File: src/rtl/spi_wb_bridge.sv
// SPI-to-Wishbone bridge: resynchronises shift-core bytes into wb_clock_i and turns the
// command / address / data byte stream into pipelined Wishbone read and write cycles.
//
// state     | meaning
// IDLE      | waiting for command byte
// ADDR_HI   | waiting for address[15:8]
// ADDR_LO   | waiting for address[7:0]
// WAIT_DATA | write: waiting for data byte; stream read: waiting for the byte that
//           | consumes the prefetched data before fetching the next one
// WB_REQ    | cyc=stb=1 until the target stops stalling
// WB_ACK    | request accepted, cyc=1 until ack
// DONE      | non-stream transfer finished, bytes ignored until CS deasserts
module spi_wb_bridge #(
    parameter int WB_ADDR_WIDTH = 17,
    parameter int DATA_WIDTH    = 8
) (
    input  logic                     wb_clock_i,
    input  logic                     wb_reset_i,
    input  logic                     spi_cs_ni,
    input  logic                     spi_strobe_i,
    input  logic [DATA_WIDTH-1:0]    spi_rx_i,
    output logic [DATA_WIDTH-1:0]    spi_tx_o,
    output logic [WB_ADDR_WIDTH-1:0] wb_addr_o,
    output logic [DATA_WIDTH-1:0]    wb_data_o,
    input  logic [DATA_WIDTH-1:0]    wb_data_i,
    output logic                     wb_we_o,
    output logic                     wb_cyc_o,
    output logic                     wb_stb_o,
    input  logic                     wb_stall_i,
    input  logic                     wb_ack_i,
    output logic                     overrun_o
);

    localparam logic [2:0] S_IDLE      = 3'd0;
    localparam logic [2:0] S_ADDR_HI   = 3'd1;
    localparam logic [2:0] S_ADDR_LO   = 3'd2;
    localparam logic [2:0] S_WAIT_DATA = 3'd3;
    localparam logic [2:0] S_WB_REQ    = 3'd4;
    localparam logic [2:0] S_WB_ACK    = 3'd5;
    localparam logic [2:0] S_DONE      = 3'd6;

    logic [2:0]               state;
    logic                     cs_meta, cs_sync, cs_active_q;
    logic                     strobe_meta, strobe_sync, strobe_q;
    logic [WB_ADDR_WIDTH-1:0] addr_r;
    logic [DATA_WIDTH-1:0]    data_r;
    logic [DATA_WIDTH-1:0]    tx_r;
    logic                     we_r, stream_r, overrun_r, abort_q;

    logic       cs_active, cs_fall, byte_evt, wb_busy;
    logic [2:0] parse_state;

    assign cs_active   = ~cs_sync;
    assign cs_fall     = cs_active & ~cs_active_q;
    assign byte_evt    = strobe_sync & ~strobe_q;
    assign wb_busy     = (state == S_WB_REQ) || (state == S_WB_ACK);
    // A CS fall coinciding with a byte restarts the parser, so the byte is a command.
    assign parse_state = cs_fall ? S_IDLE : state;

    always_ff @(posedge wb_clock_i) begin
        if (wb_reset_i) begin
            cs_meta     <= 1'b1;
            cs_sync     <= 1'b1;
            cs_active_q <= 1'b0;
            strobe_meta <= 1'b0;
            strobe_sync <= 1'b0;
            strobe_q    <= 1'b0;
            state       <= S_IDLE;
            addr_r      <= '0;
            data_r      <= '0;
            tx_r        <= '0;
            we_r        <= 1'b0;
            stream_r    <= 1'b0;
            overrun_r   <= 1'b0;
            abort_q     <= 1'b0;
        end else begin
            cs_meta     <= spi_cs_ni;
            cs_sync     <= cs_meta;
            cs_active_q <= cs_active;
            strobe_meta <= spi_strobe_i;
            strobe_sync <= strobe_meta;
            strobe_q    <= strobe_sync;

            if (cs_fall) overrun_r <= 1'b0;
            if (byte_evt && wb_busy) overrun_r <= 1'b1;

            if (!wb_busy) abort_q <= 1'b0;
            else if (!cs_active) abort_q <= 1'b1;

            case (state)
                S_WB_REQ: begin
                    if (!wb_stall_i) state <= S_WB_ACK;
                end
                S_WB_ACK: begin
                    if (wb_ack_i) begin
                        if (!we_r) tx_r <= wb_data_i;
                        if (abort_q || !cs_active) begin
                            state <= S_IDLE;
                            // CS already re-asserted: the new transaction starts at 0x00.
                            if (cs_active) tx_r <= '0;
                        end else if (stream_r) begin
                            addr_r <= addr_r + WB_ADDR_WIDTH'(1);
                            state  <= S_WAIT_DATA;
                        end else begin
                            state <= S_DONE;
                        end
                    end
                end
                default: begin
                    if (!cs_active) begin
                        state <= S_IDLE;
                    end else begin
                        if (cs_fall) begin
                            tx_r  <= '0;
                            state <= S_IDLE;
                        end
                        if (byte_evt) begin
                            case (parse_state)
                                S_IDLE: begin
                                    we_r     <= spi_rx_i[7];
                                    stream_r <= spi_rx_i[6];
                                    addr_r   <= WB_ADDR_WIDTH'({spi_rx_i[0], 16'h0000});
                                    state    <= S_ADDR_HI;
                                end
                                S_ADDR_HI: begin
                                    addr_r[15:8] <= spi_rx_i;
                                    state        <= S_ADDR_LO;
                                end
                                S_ADDR_LO: begin
                                    addr_r[7:0] <= spi_rx_i;
                                    state       <= we_r ? S_WAIT_DATA : S_WB_REQ;
                                end
                                S_WAIT_DATA: begin
                                    if (we_r) data_r <= spi_rx_i;
                                    state <= S_WB_REQ;
                                end
                                default: ;
                            endcase
                        end
                    end
                end
            endcase
        end
    end

    assign wb_cyc_o  = wb_busy;
    assign wb_stb_o  = (state == S_WB_REQ);
    assign wb_we_o   = we_r & wb_busy;
    assign wb_addr_o = addr_r;
    assign wb_data_o = data_r;
    assign spi_tx_o  = tx_r;
    assign overrun_o = overrun_r;

endmodule

File: config.mk
export PLATFORM = sky130hd
export DESIGN_NAME = spi_wb_bridge
export DESIGN_NICKNAME = d
export VERILOG_FILES = /design/src/rtl/spi_wb_bridge.sv
export SDC_FILE = /design/constraint.sdc
export NUM_CORES = 1
export LEC_CHECK = 0
export ABC_AREA = 1
export BUFFER_PORTS_ARGS = -buffer_cell sky130_fd_sc_hd__buf_2
export CORE_UTILIZATION = 31
export CTS_BUF_LIST = sky130_fd_sc_hd__clkbuf_4 sky130_fd_sc_hd__clkbuf_8 sky130_fd_sc_hd__clkbuf_16
export DETAILED_ROUTE_END_ITERATION = 10
export GPL_TIMING_DRIVEN = 1
export PLACE_DENSITY = 0.51
export SYNTH_ARGS = -nofsm -noshare
export SYNTH_HDL_FRONTEND = slang
export SYNTH_SLANG_ARGS = --single-unit
File: constraint.sdc
create_clock -name wb_clock_i -period 3.7 [get_ports wb_clock_i]
set_clock_uncertainty 0.1 [all_clocks]
set_input_delay 0.74 -clock wb_clock_i [delete_from_list [all_inputs] [get_ports wb_clock_i]]
set_output_delay 0.74 -clock wb_clock_i [all_outputs]
set_load 0.03 [all_outputs]
==> After elaboration in Yosys (flattened, before gate mapping) <==
Cells that the tools add are included.
{ "totals": {"regBits": 46, "input_bits": 22} }
{ "op_classes": {"addsub": 1, "eq_ne": 10, "muxes": 28, "bitwise": 9, "n_reduce_logical": 19} }
{ "ops": {"columns": ["cell", "n"], "rows": [
  ["$mux 17", 5],
  ["$mux 8", 6],
  ["$pmux 8 s2", 3],
  ["$pmux 17 s2", 1],
  ["$mux 3", 8],
  ["$reduce_and 7->1", 3],
  ["$add 17x1->17 const B", 1],
  ["$pmux 3 s4", 1],
  ["$ne 2x2->1 const B", 4],
  ["$reduce_and 4->1", 2],
  ["$reduce_bool 2->1", 4],
  ["$eq 3x2->1 const B", 2],
  ["$eq 3x3->1 const B", 2],
  ["$not 1->1", 6],
  ["$pmux 3 s2", 1],
  ["$reduce_bool 3->1", 2],
  ["$reduce_and 5->1", 1],
  ["$reduce_or 2->1", 2],
  ["$and 1x1->1", 3],
  ["$eq 3x1->1 const B", 1],
  ["$logic_not 3->1", 1],
  ["$mux 1", 3],
  ["$logic_or 1x1->1", 2],
  ["$ne 2x1->1 const B", 1],
  ["other kinds (2)", 2]
]} }

==> Logic depth before layout (Yosys ltp) <==
Gate-level depths: netlist of run 1.
{ "depth": {"word_depth": 8, "ltp_mapped": 12, "mapped_depth_nobuf": 11} }

==> Worst setup path after synthesis of run 1 <==
Ideal clock, no wire load.
{ "synth_timing": {"kind": "register to output", "start": "register state[1]", "end": "output port wb_stb_o", "t_arrival_ns": 0.992, "slack_ns": 1.868, "path_stages_with_launch": 4, "n_path_buf": 0, "cell_sequence": "dfxtp_1 inv_2 nand2_2 nor2_1"} }
{ "synth_between": {"elab_chain_cells": 1} }
{ "synth_lines": {"columns": ["item", "line_no", "rtl"], "rows": [
  ["from (decl)", "42", "logic [2:0] state;"],
  ["from (signal assigned)", "131", "state <= we_r ? S_WAIT_DATA : S_WB_REQ;"],
  ["$eq 3x3->1", "147", "assign wb_stb_o = (state == S_WB_REQ);"],
  ["to (decl)", "28", "output logic wb_stb_o,"]
]} }
Every way passes these cells.

==> Final worst setup path of run 1 <==
Ends and elaborated chain as after synthesis.

==> results of run 1 <==
cell type report:
cell class | instances | area (um^2) | area share, %
clock inverter | 1 | 5.00 | 0.173
sequential | 46 | 921 | 31.8
tap | 99 | 124 | 4.27
inverter | 46 | 173 | 5.96
clock buffer | 7 | 90.1 | 3.11
multi-input combinational | 284 | 1290 | 44.4
timing repair buffer | 59 | 298 | 10.3
how the worst max path moves through the flow:
| stage | startpoint | end | slack (ps) | cells past startpoint |
|---|---|---|---|---|
| 6_report | state[1]$_SDFFE_PP0P_ | wb_stb_o | 1550 | 4 |
| 5_1_grt | state[1]$_SDFFE_PP0P_ | spi_tx_o[0]$_SDFFE_PP0P_ | 1460 | 9 |
| 4_1_cts | state[1]$_SDFFE_PP0P_ | wb_stb_o | 1540 | 4 |
| 3_5_place_dp | state[1]$_SDFFE_PP0P_ | wb_addr_o[5]$_SDFFE_PP0P_ | 1660 | 10 |
| 3_3_place_gp | state[1]$_SDFFE_PP0P_ | wb_addr_o[7]$_SDFFE_PP0P_ | 1720 | 10 |
| 2_1_floorplan | state[1]$_SDFFE_PP0P_ | wb_stb_o | 1870 | 3 |
tightest hold or removal path: stages (launching register included):
cell and delay (ps):
dfxtp_1 300, inv_1 40, nor2_1 30
synthesized netlist by cell type (all sizes together):
cell type / n / area [um^2]
nand2: 90 / 348
nor2: 85 / 347
dfxtp: 46 / 921
inv: 46 / 173
o21ai: 36 / 180
nand3: 23 / 115
a21oi: 21 / 105
nor3: 12 / 71.3
nand4: 5 / 31.3
buf: 4 / 32.5
clkbuf: 4 / 15.0
o22ai: 4 / 25.0
or2: 3 / 18.8
xnor2: 2 / 17.5
a22oi: 1 / 7.51
ha: 1 / 12.5
xor2: 1 / 8.76
state kept, by name, summed over array words and instances, names as in the netlist:
name	cells
wb_addr_o	17
spi_tx_o	8
wb_data_o	8
state	3
abort_q	1
cs_active_q	1
cs_meta	1
cs_sync	1
overrun_o	1
stream_r	1
strobe_meta	1
strobe_q	1
strobe_sync	1
we_r	1
power breakdown:
group | internal (mW) | leakage (nW) | switching [mW]
Sequential | 0.505 | 0.373 | 0.00728
Clock | 0.159 | 0.0517 | 0.173
Combinational | 0.0252 | 1.02 | 0.0531
Total | 0.689 | 1.45 | 0.233
cells in the final DEF, fill, tap and decap left out, drive strengths merged:
cell	count
nor2	85
a22oi	1
ha	1
xor2	1
xnor2	2
nand3	23
buf	59
inv	46
nor3	12
o22ai	4
or2	3
a21oi	21
clkinv	1
nand2	90
nand4	5
dfxtp	46
clkbuf	7
o21ai	36
logic make-up after synthesis:
group                      after synthesis  synth area share (%)
AOI/OAI and AO/OA                       62                  13.1
adders and majority gates                1                 0.515
buffers and inverters                   54                  9.07
xor gates and xnor gates                 3                  1.08
DFF                                     46                  37.9
and+or+nand+nor                        218                  38.3
routing by layer:
metal  routed length [um]  track usage [%]
met1                 3350             21.9
met2                 3020             27.4
met4                   31             3.63
met3                  234             2.44
met5                    0                0
per-stage QoR:
| step | instances | utilization [%] | cell area, um^2 |
|---|---|---|---|
| 6_report | 542 | 39.1 | 2900 |
| 5_1_grt | 542 | 39.1 | 2900 |
| 4_1_cts | 542 | 39.1 | 2900 |
| 3_5_place_dp | 534 | 37.8 | 2800 |
| 3_3_place_gp | 534 | 37.8 | 2800 |
| 2_1_floorplan | 384 | - | 2430 |
==> impl_metrics.yaml, run 1 <==
sta:
  clock.fmax_mhz: 464
  tns_ps: 0
  fin_ws_ps: 1550
  rsz0062_at_grt: "false"
  slew_viol_final: 0
  hold_slack_ps: 304
  hold_viol_final: 0
  fin_crit_sh_pct: 58.2
  setup_viol: 0
  tightest_slew_ps: 505
  fin_crit_ps: 2150
  max_slew_margin_pct: 66.2
cts:
  insertion_delay_ps: 300
  cts_resized: 0
  cts_tree: "built"
  clockBufferDepth: 2
  root_buffer: "clkbuf_8"
  clk_pin_slew_ps: 80
  hold_buffers: 0
  cts_setup_buffers: 0
  htreeDepth: 2
  clock_sinks: 46
  cts_buffers: 5
route:
  finalWirelength_mm: 6.64
  drt-initial-drc-count: 73
  viasPerCell: 4.68
  drc: 0
  drtAntennaViolNets: 0
  route.vias.total: 2538
  wl_per_cell_um: 12.2
  first_pass_iters: 4
worst_setup_path:
  worst-path-buf-inv: 2
  r2r_slack_ps: 1660
  critPathMaxStageDelay_ps: 370
  cp_cell_sequence: "inv_2 -> nand2_2 -> nor2_1 -> buf_2"
  cp_max_fo: 7
  slowest_stage: "dfxtp_1"
  path_delay_family: "flip-flops"
  rr_startpoint: "state[1]$_SDFFE_PP0P_"
  cp-start-kind: "register"
  critPathArrivalTime_ps: 1310
  end_kind: "primary output"
  required_ps: 2860
  r2r_end: "wb_addr_o[5]$_SDFFE_PP0P_"
  r2r_cells: 10
  crit_type: "register to primary output"
layout:
  nets: 465
  fillCellCount: 840
  drive_above_1_share_pct: 19.4
  syn_to_final_growth_pct: 19.3
  antenna_cells: 0
placement:
  post-place-ws_ps: 1660
  place_hpwl_mm: 4.99
  io_buffers: 58
  gp_congestion: 0.792
run_status:
  status: "completed"
run:
  cap_violations: 0
die:
  die_h_um: 90.5
  fp.dieW_um: 90.5
  fp.dieArea_um2: 8190
  initial_core_util_pct: 32.8
  rows: 31
  core_um2: 7410
  ios: 59
global_routing:
  gr-total-overflow: 0
  grt_pass1_vias: 2349
  antenna_found_initial: 0
  grt_max_degree: 23
  grt_first_pass_wirelength_mm: 11.0
  grt_util_all_layers_pct: 16.3
synth:
  synth_cells: 384
  synth.distinct_cells: 25
  synth_area_per_cell_um2: 6.32
  ys_seq_elements: 46
  ys_seq_area_share_pct: 37.9
  synthesis.area_um2: 2430
  yosysWarningCount: 0
  synthesis.nets: 407
worst_hold_path:
  holdCritPathClass: "register to register"
  min_from: "strobe_meta$_SDFF_PP0_"
  min_path_cells: 2
  holdPathEnd: "strobe_sync$_SDFF_PP0_"
pwr:
  p_leak_nw: 1.45
  vdd_drop_max_uv: 126
  fin_total_pwr_uw: 922
  power_density_nw_per_um2: 318
(Power assumes the default switching activity.)
==> run 2: changes to the inputs <==
- ABC_AREA: 1 -> 0
- clock period: 3.7 -> 2.1 ns (I/O delays scaled with it)
==> run 2 against run 1 <==
Final cell count decreased by 19%; worst hold slack got worse by 110 ps; wire length decreased by 0.98%; setup slack got worse by 1400 ps; critical endpoint is now wb_we_o; largest cell class unchanged; highest routed layer unchanged.
==> impl_metrics.yaml, run 2 <==
route:
  drc: 0
  wl_per_cell_um: 14.9
  drt-initial-drc-count: 171
  drtAntennaViolNets: 0
  finalWirelength_mm: 6.57
  first_pass_iters: 4
  route.vias.total: 2295
  viasPerCell: 5.20
pwr:
  p_leak_nw: 1.21
  swShare_pct: 25.8
  power_density_nw_per_um2: 534
  seq_power_share_pct: 56.9
  vdd_drop_max_uv: 367
  power.share.clock_pct: 36.0
  fin_total_pwr_mw: 1.56
  comb_power_share_pct: 7.0
  power.internal_mw: 1.16
  net-switching-power_uw: 403
layout:
  drive_above_1_share_pct: 28.9
  final_cells: 441
  syn_to_final_growth_pct: 22.4
  fin_util_pct: 39.7
  fillCellCount: 774
  nets: 364
  largest_reg_flops: 17
  seq_area_um2: 921
  antenna_cells: 0
  layout_commonest_cell: "buf_2"
  multi_input_area_um2: 1350
  final_cell_mix: "buf_2, dfxtp_1, nor2_1, a21oi_1, mux2i_1"
die:
  ios: 59
  fp.dieW_um: 89.8
  rows: 31
  initial_core_util_pct: 32.4
  fp.dieArea_um2: 8060
  die_h_um: 89.8
  core_um2: 7370
synth:
  synth-edff-count: 0
  ys.flop_type: "dfxtp_1"
  synthesis.area_um2: 2390
  synth_top_cells_by_area: "dfxtp_1, mux2i_1, nor2_1"
  synth.distinct_cells: 55
  synth.largest_area_cell: "dfxtp_1"
  synthesis.nets: 298
  yosysMostFrequentCell: "dfxtp_1"
  synth_cells: 275
  yosysWarningCount: 0
  ys_seq_area_share_pct: 38.5
  synthTopCellsByCount: "dfxtp_1, nor2_1, a21oi_1, mux2i_1"
  ys_seq_elements: 46
  async_reset_ff_share_pct: 0
  synth_area_per_cell_um2: 8.69
  yosysTopAreaCellShare_pct: 38.5
worst_hold_path:
  min_path_cells: 2
  holdCritPathClass: "input pin to register"
  holdPathEnd: "cs_meta$_SDFF_PP1_"
  min_from: "spi_cs_ni"
cts:
  cts_tree: "built"
  clk_pin_slew_ps: 100
  cts_buffers: 5
  clockBufferDepth: 2
  htreeDepth: 2
  insertion_delay_ps: 300
  clock_sinks: 46
  root_buffer: "clkbuf_8"
  cts_setup_buffers: 0
  hold_buffers: 0
  cts_resized: 0
worst_setup_path:
  cp-start-kind: "register"
  cp_max_fo: 9
  required_ps: 1580
  rr_startpoint: "state[1]$_SDFFE_PP0P_"
  r2r_cells: 6
  r2r_end: "wb_addr_o[4]$_SDFFE_PP0P_"
  critPathArrivalTime_ps: 1400
  end_kind: "primary output"
  crit_type: "register to primary output"
  r2r_slack_ps: 190
placement:
  gp_congestion: 0.891
  dp_cells: 433
  io_buffers: 58
  place_hpwl_mm: 4.72
sta:
  max_slew_margin_pct: 61.2
  rsz0062_at_grt: "false"
  setup_viol: 0
  slew_viol_final: 0
  fin_crit_ps: 1920
  tns_ps: 0
  tightest_slew_ps: 581
  clock.fmax_mhz: 522
  fin_crit_sh_pct: 91.3
  hold_viol_final: 0
  hold_slack_ps: 193
run:
  cap_violations: 0
global_routing:
  grt_util_all_layers_pct: 16.6
  grt_first_pass_wirelength_mm: 11.0
  grt_max_degree: 31
  grt_pass1_vias: 2185
  antenna_found_initial: 0
  gr-total-overflow: 0
run_status:
  status: "completed"
run 2: changes by cell type after synthesis, moves of 19 or more:
| cell | change |
|---|---|
| inv_1 | -32 |
| mux2i_1 | +19 |
| nand2_1 | -71 |
| nand3_1 | -19 |
| nor2_1 | -38 |
| o21ai_0 | -21 |
run 2: cell type report:
type,instances,share of cell area [%]
sequential,46,31.5
multi-input combinational,207,46.2
clock inverter,3,0.813
tap,99,4.23
clock buffer,5,2.35
inverter,7,0.898
timing repair buffer,74,14.0
run 2: metal layers:
metal | global-route usage, % | vias to the layer above | share of wire (%)
li1 | - | 1129 | -
met1 | 23.0 | 1079 | 48
met4 | 3.83 | 0 | 0.38
met2 | 26.6 | 85 | 46
met3 | 3.30 | 2 | 5.8
met5 | 0 | - | 0
run 2: how the worst max path moves through the flow:
stage	from	end	slack, ps
floorplan	wb_addr_o[0]$_SDFFE_PP0P_	wb_addr_o[16]$_SDFFE_PP0P_	110
global placement	state[1]$_SDFFE_PP0P_	wb_addr_o[4]$_SDFFE_PP0P_	180
detailed placement	state[1]$_SDFFE_PP0P_	wb_addr_o[4]$_SDFFE_PP0P_	210
CTS	state[1]$_SDFFE_PP0P_	wb_we_o	170
global route	cs_sync$_SDFF_PP1_	spi_tx_o[3]$_SDFFE_PP0P_	10
finish	state[1]$_SDFFE_PP0P_	wb_we_o	180
run 2: worst max-delay path, cell delays in order (launching register included):
cell and delay (ps):
dfxtp_1 510, nand2b_2 190, inv_1 80, and2_1 160
buf_2 170
run 2: power by group through the flow:
stage	Clock, mW	Sequential [mW]	Combinational (mW)
2_1_floorplan	0	0.919	0.0500
3_3_place_gp	0	0.910	0.110
3_5_place_dp	0	0.910	0.110
4_1_cts	0.589	0.890	0.110
5_1_grt	0.633	0.892	0.119
6_report	0.563	0.890	0.110
run 2: through the flow:
stage                     worst slack [ps]  instance area [um^2]
after CTS                              173                  2930
after floorplan                        108                  2390
after detailed placement               213                  2830
after global placement                 177                  2830
after global routing                  12.9                  2930
final                                  183                  2930
run 2: logic make-up (layout without fill, tap and decap cells):
logic type / count (synthesis) / in the layout / synth area share (%)
AO/OA/AOI/OAI: 75 / 75 / 22.5
XOR/XNOR: 3 / 3 / 1.10
adder cells (fa/ha/maj): 1 / 1 / 0.523
buffers and inverters: 22 / 89 / 4.92
flip-flops: 46 / 46 / 38.5
multiplexers: 20 / 20 / 8.43
AND/OR/NAND/NOR: 108 / 108 / 24.0
